--- src/rtl/updown_arb_pkg.sv ---
// Shared types and constants for the up/down counter arbiter.
package updown_arb_pkg;

    typedef enum logic {
        IDLE    = 1'b0,
        RELEASE = 1'b1
    } arb_state_t;

    localparam logic DIR_UP   = 1'b1;
    localparam logic DIR_DOWN = 1'b0;

endpackage

--- src/rtl/updown_counter_arbiter_rr_picker.sv ---
// Combinational round-robin picker: first set req bit at or above ptr, wrapping.
module rr_picker
    import updown_arb_pkg::*;
#(
    parameter int NUM_REQ = 4,
    parameter int IDX_W   = (NUM_REQ > 1) ? $clog2(NUM_REQ) : 1
) (
    input  logic [NUM_REQ-1:0] req,
    input  logic [IDX_W-1:0]   ptr,
    output logic [NUM_REQ-1:0] winner_onehot,
    output logic [IDX_W-1:0]   winner_idx
);

    // Scan offsets from farthest to nearest so the nearest set bit wins last.
    always_comb begin
        winner_onehot = '0;
        winner_idx    = '0;
        for (int off = NUM_REQ - 1; off >= 0; off--) begin
            if (req[(int'(ptr) + off) % NUM_REQ]) begin
                winner_onehot = '0;
                winner_onehot[(int'(ptr) + off) % NUM_REQ] = 1'b1;
                winner_idx = IDX_W'((int'(ptr) + off) % NUM_REQ);
            end
        end
    end

endmodule

--- src/rtl/updown_counter_arbiter.sv ---
// Round-robin arbiter serialising single +/-1 steps onto a shared counter.
// Build option: COUNT_SATURATE_EN clamps at the boundaries instead of wrapping.
module updown_counter_arbiter
    import updown_arb_pkg::*;
#(
    parameter int WIDTH   = 4,
    parameter int NUM_REQ = 4
) (
    input  logic               clk,
    input  logic               reset,
    input  logic [NUM_REQ-1:0] req,
    input  logic [NUM_REQ-1:0] dir,
    output logic [NUM_REQ-1:0] grant,
    output logic [WIDTH-1:0]   counter,
    output logic               overflow
);

    localparam int IDX_W = (NUM_REQ > 1) ? $clog2(NUM_REQ) : 1;
    localparam logic [WIDTH-1:0] CNT_MAX = {WIDTH{1'b1}};

    arb_state_t         state_q, state_d;
    logic [IDX_W-1:0]   ptr_q, ptr_d;
    logic [IDX_W-1:0]   win_q, win_d;
    logic [NUM_REQ-1:0] grant_d;
    logic [WIDTH-1:0]   counter_d;
    logic               overflow_d;
    logic [NUM_REQ-1:0] pick_onehot;
    logic [IDX_W-1:0]   pick_idx;

    rr_picker #(
        .NUM_REQ (NUM_REQ),
        .IDX_W   (IDX_W)
    ) u_picker (
        .req           (req),
        .ptr           (ptr_q),
        .winner_onehot (pick_onehot),
        .winner_idx    (pick_idx)
    );

    // Next-state: grant and step on arbitration, wait for the winner to drop req.
    always_comb begin
        state_d    = state_q;
        ptr_d      = ptr_q;
        win_d      = win_q;
        grant_d    = grant;
        counter_d  = counter;
        overflow_d = 1'b0;
        case (state_q)
            IDLE: begin
                if (|req) begin
                    grant_d = pick_onehot;
                    win_d   = pick_idx;
                    state_d = RELEASE;
                    if (dir[pick_idx] == DIR_UP) begin
                        if (counter == CNT_MAX) begin
                            overflow_d = 1'b1;
`ifdef COUNT_SATURATE_EN
                            counter_d  = CNT_MAX;
`else
                            counter_d  = '0;
`endif
                        end else begin
                            counter_d = counter + 1'b1;
                        end
                    end else begin
                        if (counter == '0) begin
                            overflow_d = 1'b1;
`ifdef COUNT_SATURATE_EN
                            counter_d  = '0;
`else
                            counter_d  = CNT_MAX;
`endif
                        end else begin
                            counter_d = counter - 1'b1;
                        end
                    end
                end
            end
            RELEASE: begin
                if (!req[win_q]) begin
                    grant_d = '0;
                    ptr_d   = (win_q == IDX_W'(NUM_REQ - 1)) ? '0 : win_q + 1'b1;
                    state_d = IDLE;
                end
            end
            default: begin
                grant_d = '0;
                state_d = IDLE;
            end
        endcase
    end

    // State and output registers with synchronous active-low reset.
    always_ff @(posedge clk) begin
        if (!reset) begin
            state_q  <= IDLE;
            ptr_q    <= '0;
            win_q    <= '0;
            grant    <= '0;
            counter  <= '0;
            overflow <= 1'b0;
        end else begin
            state_q  <= state_d;
            ptr_q    <= ptr_d;
            win_q    <= win_d;
            grant    <= grant_d;
            counter  <= counter_d;
            overflow <= overflow_d;
        end
    end

endmodule

--- config.mk ---
export PLATFORM = sky130hd
export DESIGN_NAME = updown_counter_arbiter
export DESIGN_NICKNAME = d
export VERILOG_FILES = /design/src/rtl/updown_arb_pkg.sv /design/src/rtl/updown_counter_arbiter_rr_picker.sv /design/src/rtl/updown_counter_arbiter.sv
export SDC_FILE = /design/constraint.sdc
export NUM_CORES = 1
export LEC_CHECK = 0
export ABC_AREA = 1
export CAP_MARGIN = 25
export CELL_PAD_IN_SITES_DETAIL_PLACEMENT = 2
export CELL_PAD_IN_SITES_GLOBAL_PLACEMENT = 2
export CORE_UTILIZATION = 32
export DETAILED_ROUTE_END_ITERATION = 7
export PLACE_DENSITY_LB_ADDON = 0.1
export SLEW_MARGIN = 25
export SYNTH_ARGS = -nofsm -noshare
export SYNTH_HDL_FRONTEND = slang
export SYNTH_SLANG_ARGS = --single-unit
--- constraint.sdc ---
create_clock -name clk -period 3.55 [get_ports clk]
set_input_delay 0.5325 -clock clk [delete_from_list [all_inputs] [get_ports clk]]
set_output_delay 0.5325 -clock clk [all_outputs]
set_load 0.03 [all_outputs]
==> metrics.log, run 1 <==
[metrics] status: completed
[metrics] switching power: 0.5366 mW
[metrics] unique cell type count in the Yosys netlist: 28
[metrics] cell chain of the critical path: inv_2, ha_1, nand3b_2, nand2_4, inv_4, nand2_1, nand2_1, nand2_2, nand2_4, nand2_1, nand3_2, nand2_1, nand2_1, nand3_2, a21oi_2
[metrics] Port-buffer cells: 18
[metrics] clock tree root driver cell: sky130_fd_sc_hd__clkbuf_8
[metrics] Post-synth top flop: sky130_fd_sc_hd__dfxtp_1
[metrics] post-synth net total: 215
[metrics] number of synthesized register bits: 14
[metrics] cell row count: 22
[metrics] total global routing track utilization: 22.67%
[metrics] switching share of power: 51.70%
[metrics] share of total power in the clock network: 13.2%
[metrics] cell type group with the largest total delay on the critical path: simple AND/OR/NAND/NOR gates
[metrics] Critical Path Slowest Stage Cell: sky130_fd_sc_hd__dfxtp_1
[metrics] final slew viol count: 0
[metrics] Worst Path Buf+Inv: 2
[metrics] fin crit period: 2575 ps
[metrics] area fraction of the dominant cell type after synthesis: 21.60%
[metrics] portion of the post-synthesis area used by sequential elements: 21.60%
[metrics] Ant. Diodes: 0
[metrics] DR DRC count: 0
[metrics] core area: 0.003771 mm²
[metrics] placed standard-cell area: 0.001540 mm²
[metrics] vias per inst: 5.260
[metrics] critical path launch point: ptr_q[0]
[metrics] CTS hold repair buffers: 0
[metrics] final-report hold violation count: 0
[metrics] number of enable-type register cells in the synthesized netlist: 0
[metrics] setup bufs post-CTS: 0
[metrics] type of element launching the critical path: register
[metrics] PwrDens: 656.3 mW/mm²
[metrics] detailed router's first-iteration violation count: 68
[metrics] Detail Route Antenna Nets: 0
[metrics] Synth Instances: 193
[metrics] area of the mapped netlist: 0.001297 mm²
[metrics] setup tns final: 0 ps
[metrics] Critical Path Fanout Max: 11
[metrics] average footprint of a synthesized cell: 6.723 µm²
[metrics] library cell with the highest instance count after synthesis: sky130_fd_sc_hd__nand2_1
[metrics] part of the total power dissipated in combinational logic: 64.0%
[metrics] kind of end point of the critical path: register
[metrics] crit-path most repeated cell: sky130_fd_sc_hd__nand2_1
[metrics] horizontal die dimension: 65.68 µm
[metrics] die height: 65.68 µm
[metrics] most area-consuming cells after synthesis: sky130_fd_sc_hd__dfxtp_1 (22%), sky130_fd_sc_hd__nand2_1 (12%), sky130_fd_sc_hd__ha_1 (12%), sky130_fd_sc_hd__inv_1 (6.4%), sky130_fd_sc_hd__a21oi_1 (6.2%)
[metrics] number of warnings issued by yosys: 0
[metrics] post_cts resized: 0
[metrics] count of maximum capacitance violations: 0
[metrics] Setup Crit Path Kind: register to register
[metrics] GRT Residual Overflow: 0
[metrics] 1st-pass router iterations: 4
[metrics] clk_lat worst skew: 250 ps
[metrics] clock-pin slew on the worst setup and hold paths: 60 ps
[metrics] RePlAce Congestion: 0.8116
[metrics] final routed wirelength across all metal layers: 4363 µm
[metrics] signal arrival time at the worst endpoint: 2710 ps
[metrics] worst min path class: register to register
[metrics] worst vdd rail ir drop: 0.0002543 V
[metrics] Longest Clk Path Bufs: 2
[metrics] number of antenna violations at the first check in global routing: 0
[metrics] DP HPWL: 3481 µm
[metrics] final critical-path share of the clock period: 72.54%
[metrics] area added between synthesis and finish: 21.89%
[metrics] placed cell count: 259
[metrics] transition time at the pin with the least slew margin: 433.2 ps
[metrics] internal portion of total power: 0.5013 mW
[metrics] endpoint required time on the critical path: 3680 ps
[metrics] cell type with the highest aggregate area in the netlist: sky130_fd_sc_hd__dfxtp_1
[metrics] Design Area, Final: 0.001582 mm²
[metrics] cts bufs inserted: 3
[metrics] total power draw: 1.038 mW
[metrics] most used standard cells in the synthesized netlist: sky130_fd_sc_hd__nand2_1 (43), sky130_fd_sc_hd__inv_1 (22), sky130_fd_sc_hd__a21oi_1 (16), sky130_fd_sc_hd__nand3_1 (16), sky130_fd_sc_hd__dfxtp_1 (14)
[metrics] vias in the first global route: 1474
[metrics] unrepaired setup endpoints after global routing: false
[metrics] largest incremental delay on the critical path: 580 ps
[metrics] Initial Utilization: 34.41%
[metrics] fmax: 388.3 MHz
[metrics] total die area: 0.004313 mm²
[metrics] Min-Delay Startpoint: grant[0]
[metrics] DR vias: 1378
[metrics] pin count of the biggest net entering global routing: 14
[metrics] Flop pwr share: 22.8%
[metrics] share of async-settable or async-resettable flops after synthesis: 0%
[metrics] standby leakage power: 0.7425 nW
[metrics] footprint of the multi-input gates: 905.9 µm²
[metrics] Post-Route Skew: 0.8103 ps
[metrics] H-tree levels: 1
[metrics] post-route non-filler standard cell count: 262
[metrics] routed wire length per instance: 16.65 µm
[metrics] fraction of final layout cells with drive strength greater than 1: 16.82%
[metrics] number of top-level pins: 19
[metrics] sequential cell area: 280.3 µm²
[metrics] clk sink count: 14
[metrics] first-pass GRT wire length: 7272 µm
[metrics] CTS tree: done
[metrics] Layout Nets: 238
[metrics] Layout fillers: 452
[metrics] reg-to-reg startpoint: ptr_q[0]
[metrics] final number of setup-violating endpoints: 0
[metrics] Worst slew margin: 71.08%
## worst min-delay path, stage by stage (launching register included)
cell and delay (ps):
sky130_fd_sc_hd__dfxtp_1 310, sky130_fd_sc_hd__nand2_1 60, sky130_fd_sc_hd__a21oi_1 60
## layout make-up
cell class	count	area share, %
sequential	14	17.72
multi-input combinational	151	57.28
clock buffer	3	2.611
inverter	27	6.725
timing repair buffer	19	11.87
tap	48	3.797
## logic make-up (layout without fill, tap and decap cells)
kind of cell | after synthesis | in the layout | share of synthesized area, %
XOR/XNOR | 2 | 2 | 1.350
AO/OA/AOI/OAI | 39 | 39 | 17.46
flip-flops | 14 | 14 | 21.60
AND/OR/NAND/NOR | 98 | 98 | 39.44
buffers and inverters | 28 | 49 | 8.582
adder cells (fa/ha/maj) | 12 | 12 | 11.57
## stage by stage
stage               setup WS [ps]  hold WS, ps  utilization (%)
finish                      975.0        472.6            41.94
global route                709.5        500.9            41.94
CTS                         948.5        474.3            41.94
detailed placement           1001        464.9            40.84
global placement             1096        455.1            40.84
floorplan                    1359        441.2                -
## flip-flops by register name, summed over array words and instances (netlist names)
| signal | flops |
|---|---|
| counter | 4 |
| grant | 4 |
| overflow | 1 |
| ptr_q | 2 |
| state_q | 1 |
| win_q | 2 |
## power by group through the flow
stage | combinational, mW | clock, mW | sequential, mW
4_1_cts | 0.669 | 0.140 | 0.238
5_1_grt | 0.736 | 0.147 | 0.244
3_3_place_gp | 0.619 | 0 | 0.236
3_5_place_dp | 0.656 | 0 | 0.242
6_report | 0.664 | 0.137 | 0.237
2_1_floorplan | 0.418 | 0 | 0.282
## metal layers
layer	vias up	wire (µm)	global-route usage [%]
met2	27	2082	38.52
met3	9	116	4.340
li1	675	-	-
met1	667	2101	28.82
met4	0	63	5.978
met5	-	0	0
## cells in the final DEF, fill, tap and decap left out, types with 2 or more instances in the layout
cell type / n
sky130_fd_sc_hd__o21ai_2: 3
sky130_fd_sc_hd__dfxtp_1: 14
sky130_fd_sc_hd__ha_1: 12
sky130_fd_sc_hd__inv_2: 2
sky130_fd_sc_hd__o211ai_1: 5
sky130_fd_sc_hd__a21oi_1: 16
sky130_fd_sc_hd__inv_1: 22
sky130_fd_sc_hd__nand3_1: 16
sky130_fd_sc_hd__nand3_2: 6
sky130_fd_sc_hd__nor2_1: 11
sky130_fd_sc_hd__o21ai_0: 11
sky130_fd_sc_hd__clkdlybuf4s50_1: 18
sky130_fd_sc_hd__inv_4: 2
sky130_fd_sc_hd__nand2_2: 11
sky130_fd_sc_hd__nand2_4: 5
sky130_fd_sc_hd__nand2_1: 43
sky130_fd_sc_hd__nand3b_1: 2
sky130_fd_sc_hd__clkbuf_8: 3
## worst paths after layout
path                      to  slack (ps)  depth (start not counted)
hold / removal      grant[0]         470                          2
setup reg to reg  counter[3]         970                         15
hold reg to reg     grant[0]         470                          2
setup / recovery  counter[3]         970                         15
Power figures use the tool's default switching activity.
==> run 2: changes to the inputs <==
--- a/config.mk
+++ b/config.mk
@@ -9,7 +9,7 @@
 export CAP_MARGIN = 25
 export CELL_PAD_IN_SITES_DETAIL_PLACEMENT = 2
 export CELL_PAD_IN_SITES_GLOBAL_PLACEMENT = 2
-export CORE_UTILIZATION = 32
+export CORE_UTILIZATION = 29
 export DETAILED_ROUTE_END_ITERATION = 7
 export PLACE_DENSITY_LB_ADDON = 0.1
 export SLEW_MARGIN = 25
==> constraint.sdc (replaced) <==
create_clock -name clk -period 2.5 [get_ports clk]
set_input_delay 0.375 -clock clk [delete_from_list [all_inputs] [get_ports clk]]
set_output_delay 0.375 -clock clk [all_outputs]
set_load 0.03 [all_outputs]
==> run 2 against run 1 <==
Final cell count up 3.1%. Sequential power grew 38%. Total power grew 47%. Clock skew up 3.0 ps. Die area rose by 10%. Via count rose by 0.44%. Critical path type unchanged. Maximum frequency grew 17%. Global-route usage is 2.6 points lower. Worst hold slack lost 1.6 ps. Register-to-register slack worse by 670 ps. Critical endpoint unchanged. Sequential cell count unchanged. Combinational power up 46%.
==> metrics.log, run 2 (synthesis results as in run 1) <==
[metrics] share of total power in the clock network: 15.2%
[metrics] commonest cells after routing, fill and taps aside: sky130_fd_sc_hd__nand2_1 (43), sky130_fd_sc_hd__inv_1 (22), sky130_fd_sc_hd__clkdlybuf4s50_1 (18)
[metrics] area added between synthesis and finish: 26.04%
[metrics] worst min path class: register to register
[metrics] clk_lat worst skew: 250 ps
[metrics] DR vias: 1384
[metrics] 1st-pass router iterations: 4
[metrics] DP HPWL: 3473 µm
[metrics] status: completed
[metrics] fin crit period: 2195 ps
[metrics] die height: 68.89 µm
[metrics] CTS tree: done
[metrics] routed wire length per instance: 15.33 µm
[metrics] post-route non-filler standard cell count: 270
[metrics] Longest Clk Path Bufs: 2
[metrics] clk sink count: 14
[metrics] type of element launching the critical path: register
[metrics] total power draw: 1.525 mW
[metrics] vias in the first global route: 1449
[metrics] minimum setup slack in the final design: 304.8 ps
[metrics] largest incremental delay on the critical path: 360 ps
[metrics] pin count of the biggest net entering global routing: 13
[metrics] Worst Hold Slack: 471.0 ps
[metrics] Port-buffer cells: 18
[metrics] crit-path most repeated cell: sky130_fd_sc_hd__nand2_1
[metrics] core area: 0.004144 mm²
[metrics] total die area: 0.004746 mm²
[metrics] Worst slew margin: 72.31%
[metrics] internal portion of total power: 0.7658 mW
[metrics] switching share of power: 49.77%
[metrics] signal arrival time at the worst endpoint: 2340 ps
[metrics] Layout Nets: 243
[metrics] CTS hold repair buffers: 0
[metrics] final number of setup-violating endpoints: 0
[metrics] Critical Path Slowest Stage Cell: sky130_fd_sc_hd__ha_1
[metrics] post_cts resized: 0
[metrics] transition time at the pin with the least slew margin: 411.6 ps
[metrics] Critical Path Fanout Max: 9
[metrics] total global routing track utilization: 20.07%
[metrics] PwrDens: 932.4 mW/mm²
[metrics] clock tree root driver cell: sky130_fd_sc_hd__clkbuf_8
[metrics] Ant. Diodes: 0
[metrics] DR DRC count: 0
[metrics] GRT Residual Overflow: 0
[metrics] setup tns final: 0 ps
[metrics] fmax: 455.5 MHz
[metrics] setup bufs post-CTS: 0
[metrics] placed cell count: 266
[metrics] vias per inst: 5.126
[metrics] registers with the most flip-flops: counter: 4 flops, grant: 4 flops
[metrics] final routed wirelength across all metal layers: 4139 µm
[metrics] Post-Route Skew: 3.771 ps
[metrics] leading cell type in the layout, fill and taps excluded: sky130_fd_sc_hd__nand2_1
[metrics] detailed router's first-iteration violation count: 17
[metrics] horizontal die dimension: 68.89 µm
[metrics] number of antenna violations at the first check in global routing: 0
[metrics] final-report hold violation count: 0
[metrics] Layout fillers: 519
[metrics] cell chain of the critical path: inv_2, ha_1, nand3b_2, nand2_4, inv_4, nand2_1, nand2_1, nand2_2, nand2_4, nand2_1, nand3_2, nand2_1, nand2_1, nand3_2, a21oi_2
[metrics] Flop pwr share: 21.4%
[metrics] cts bufs inserted: 3
[metrics] part of the total power dissipated in combinational logic: 63.4%
[metrics] final slew viol count: 0
[metrics] first-pass GRT wire length: 6837 µm
[metrics] endpoint required time on the critical path: 2640 ps
[metrics] H-tree levels: 1
[metrics] unrepaired setup endpoints after global routing: false
[metrics] DP Worst Slack: 155.4 ps
[metrics] count of maximum capacitance violations: 0
[metrics] Initial Utilization: 31.31%
[metrics] worst vdd rail ir drop: 0.0003646 V
[metrics] number of top-level pins: 19
[metrics] fraction of final layout cells with drive strength greater than 1: 19.09%
[metrics] cell row count: 23
[metrics] switching power: 0.7589 mW
[metrics] Setup Crit Path Kind: register to register
[metrics] kind of end point of the critical path: register
[metrics] Detail Route Antenna Nets: 0
[metrics] clock-pin slew on the worst setup and hold paths: 60 ps
[metrics] final critical-path share of the clock period: 87.81%
[metrics] RePlAce Congestion: 0.8716
[metrics] standby leakage power: 0.7740 nW
run 2: changes by cell type in the layout (fill, tap and decap cells not counted), sizes merged:
cell	before	now
buf	1	6
clkbuf	3	4
run 2: cell type report:
type | count | area, µm² | share of cell area [%]
Tap cell | 50 | 62.56 | 3.826
Multi-Input combinational cell | 151 | 905.9 | 55.39
Timing Repair Buffer | 24 | 225.2 | 13.77
Sequential cell | 14 | 280.3 | 17.14
Clock buffer | 4 | 55.05 | 3.366
Inverter | 27 | 106.4 | 6.503
run 2: metrics by stage:
step	cell area (µm²)	utilization, %
after floorplan	1297	-
after global placement	1580	38.13
after detailed placement	1580	38.13
after CTS	1635	39.46
after global routing	1635	39.46
final	1635	39.46
run 2: power by group through the flow:
| stage | registers, mW | clock network (mW) | logic, mW |
|---|---|---|---|
| floorplan | 0.401 | 0 | 0.593 |
| global placement | 0.326 | 0 | 0.923 |
| detailed placement | 0.333 | 0 | 0.971 |
| CTS | 0.327 | 0.240 | 0.980 |
| global route | 0.334 | 0.251 | 1.08 |
| finish | 0.326 | 0.232 | 0.967 |
run 2: path summary, 6_finish.rpt:
| path | endpoint | slack, ps | startpoint | cells past startpoint |
|---|---|---|---|---|
| setup / recovery | counter[3] | 300 | ptr_q[0] | 15 |
| hold / removal | grant[2] | 470 | grant[2] | 2 |
| setup reg to reg | counter[3] | 300 | ptr_q[0] | 15 |
| hold reg to reg | grant[2] | 470 | grant[2] | 2 |
run 2: worst max-delay path, delay by kind of cell, from the launching register on:
family	cells	cell delay [ps]
and+or+nand+nor	11	1160
adders and majority gates	1	360
DFF	1	350
buffers and inverters	2	170
AOI/OAI and AO/OA	1	50
run 2: routing by layer:
| layer | GRT usage [%] | wire (µm) | up-vias |
|---|---|---|---|
| met5 | 0 | 0 | - |
| met4 | 5.102 | 45 | 0 |
| met3 | 4.112 | 136 | 7 |
| met2 | 34.95 | 1987 | 22 |
| met1 | 24.88 | 1970 | 669 |
| li1 | - | - | 686 |
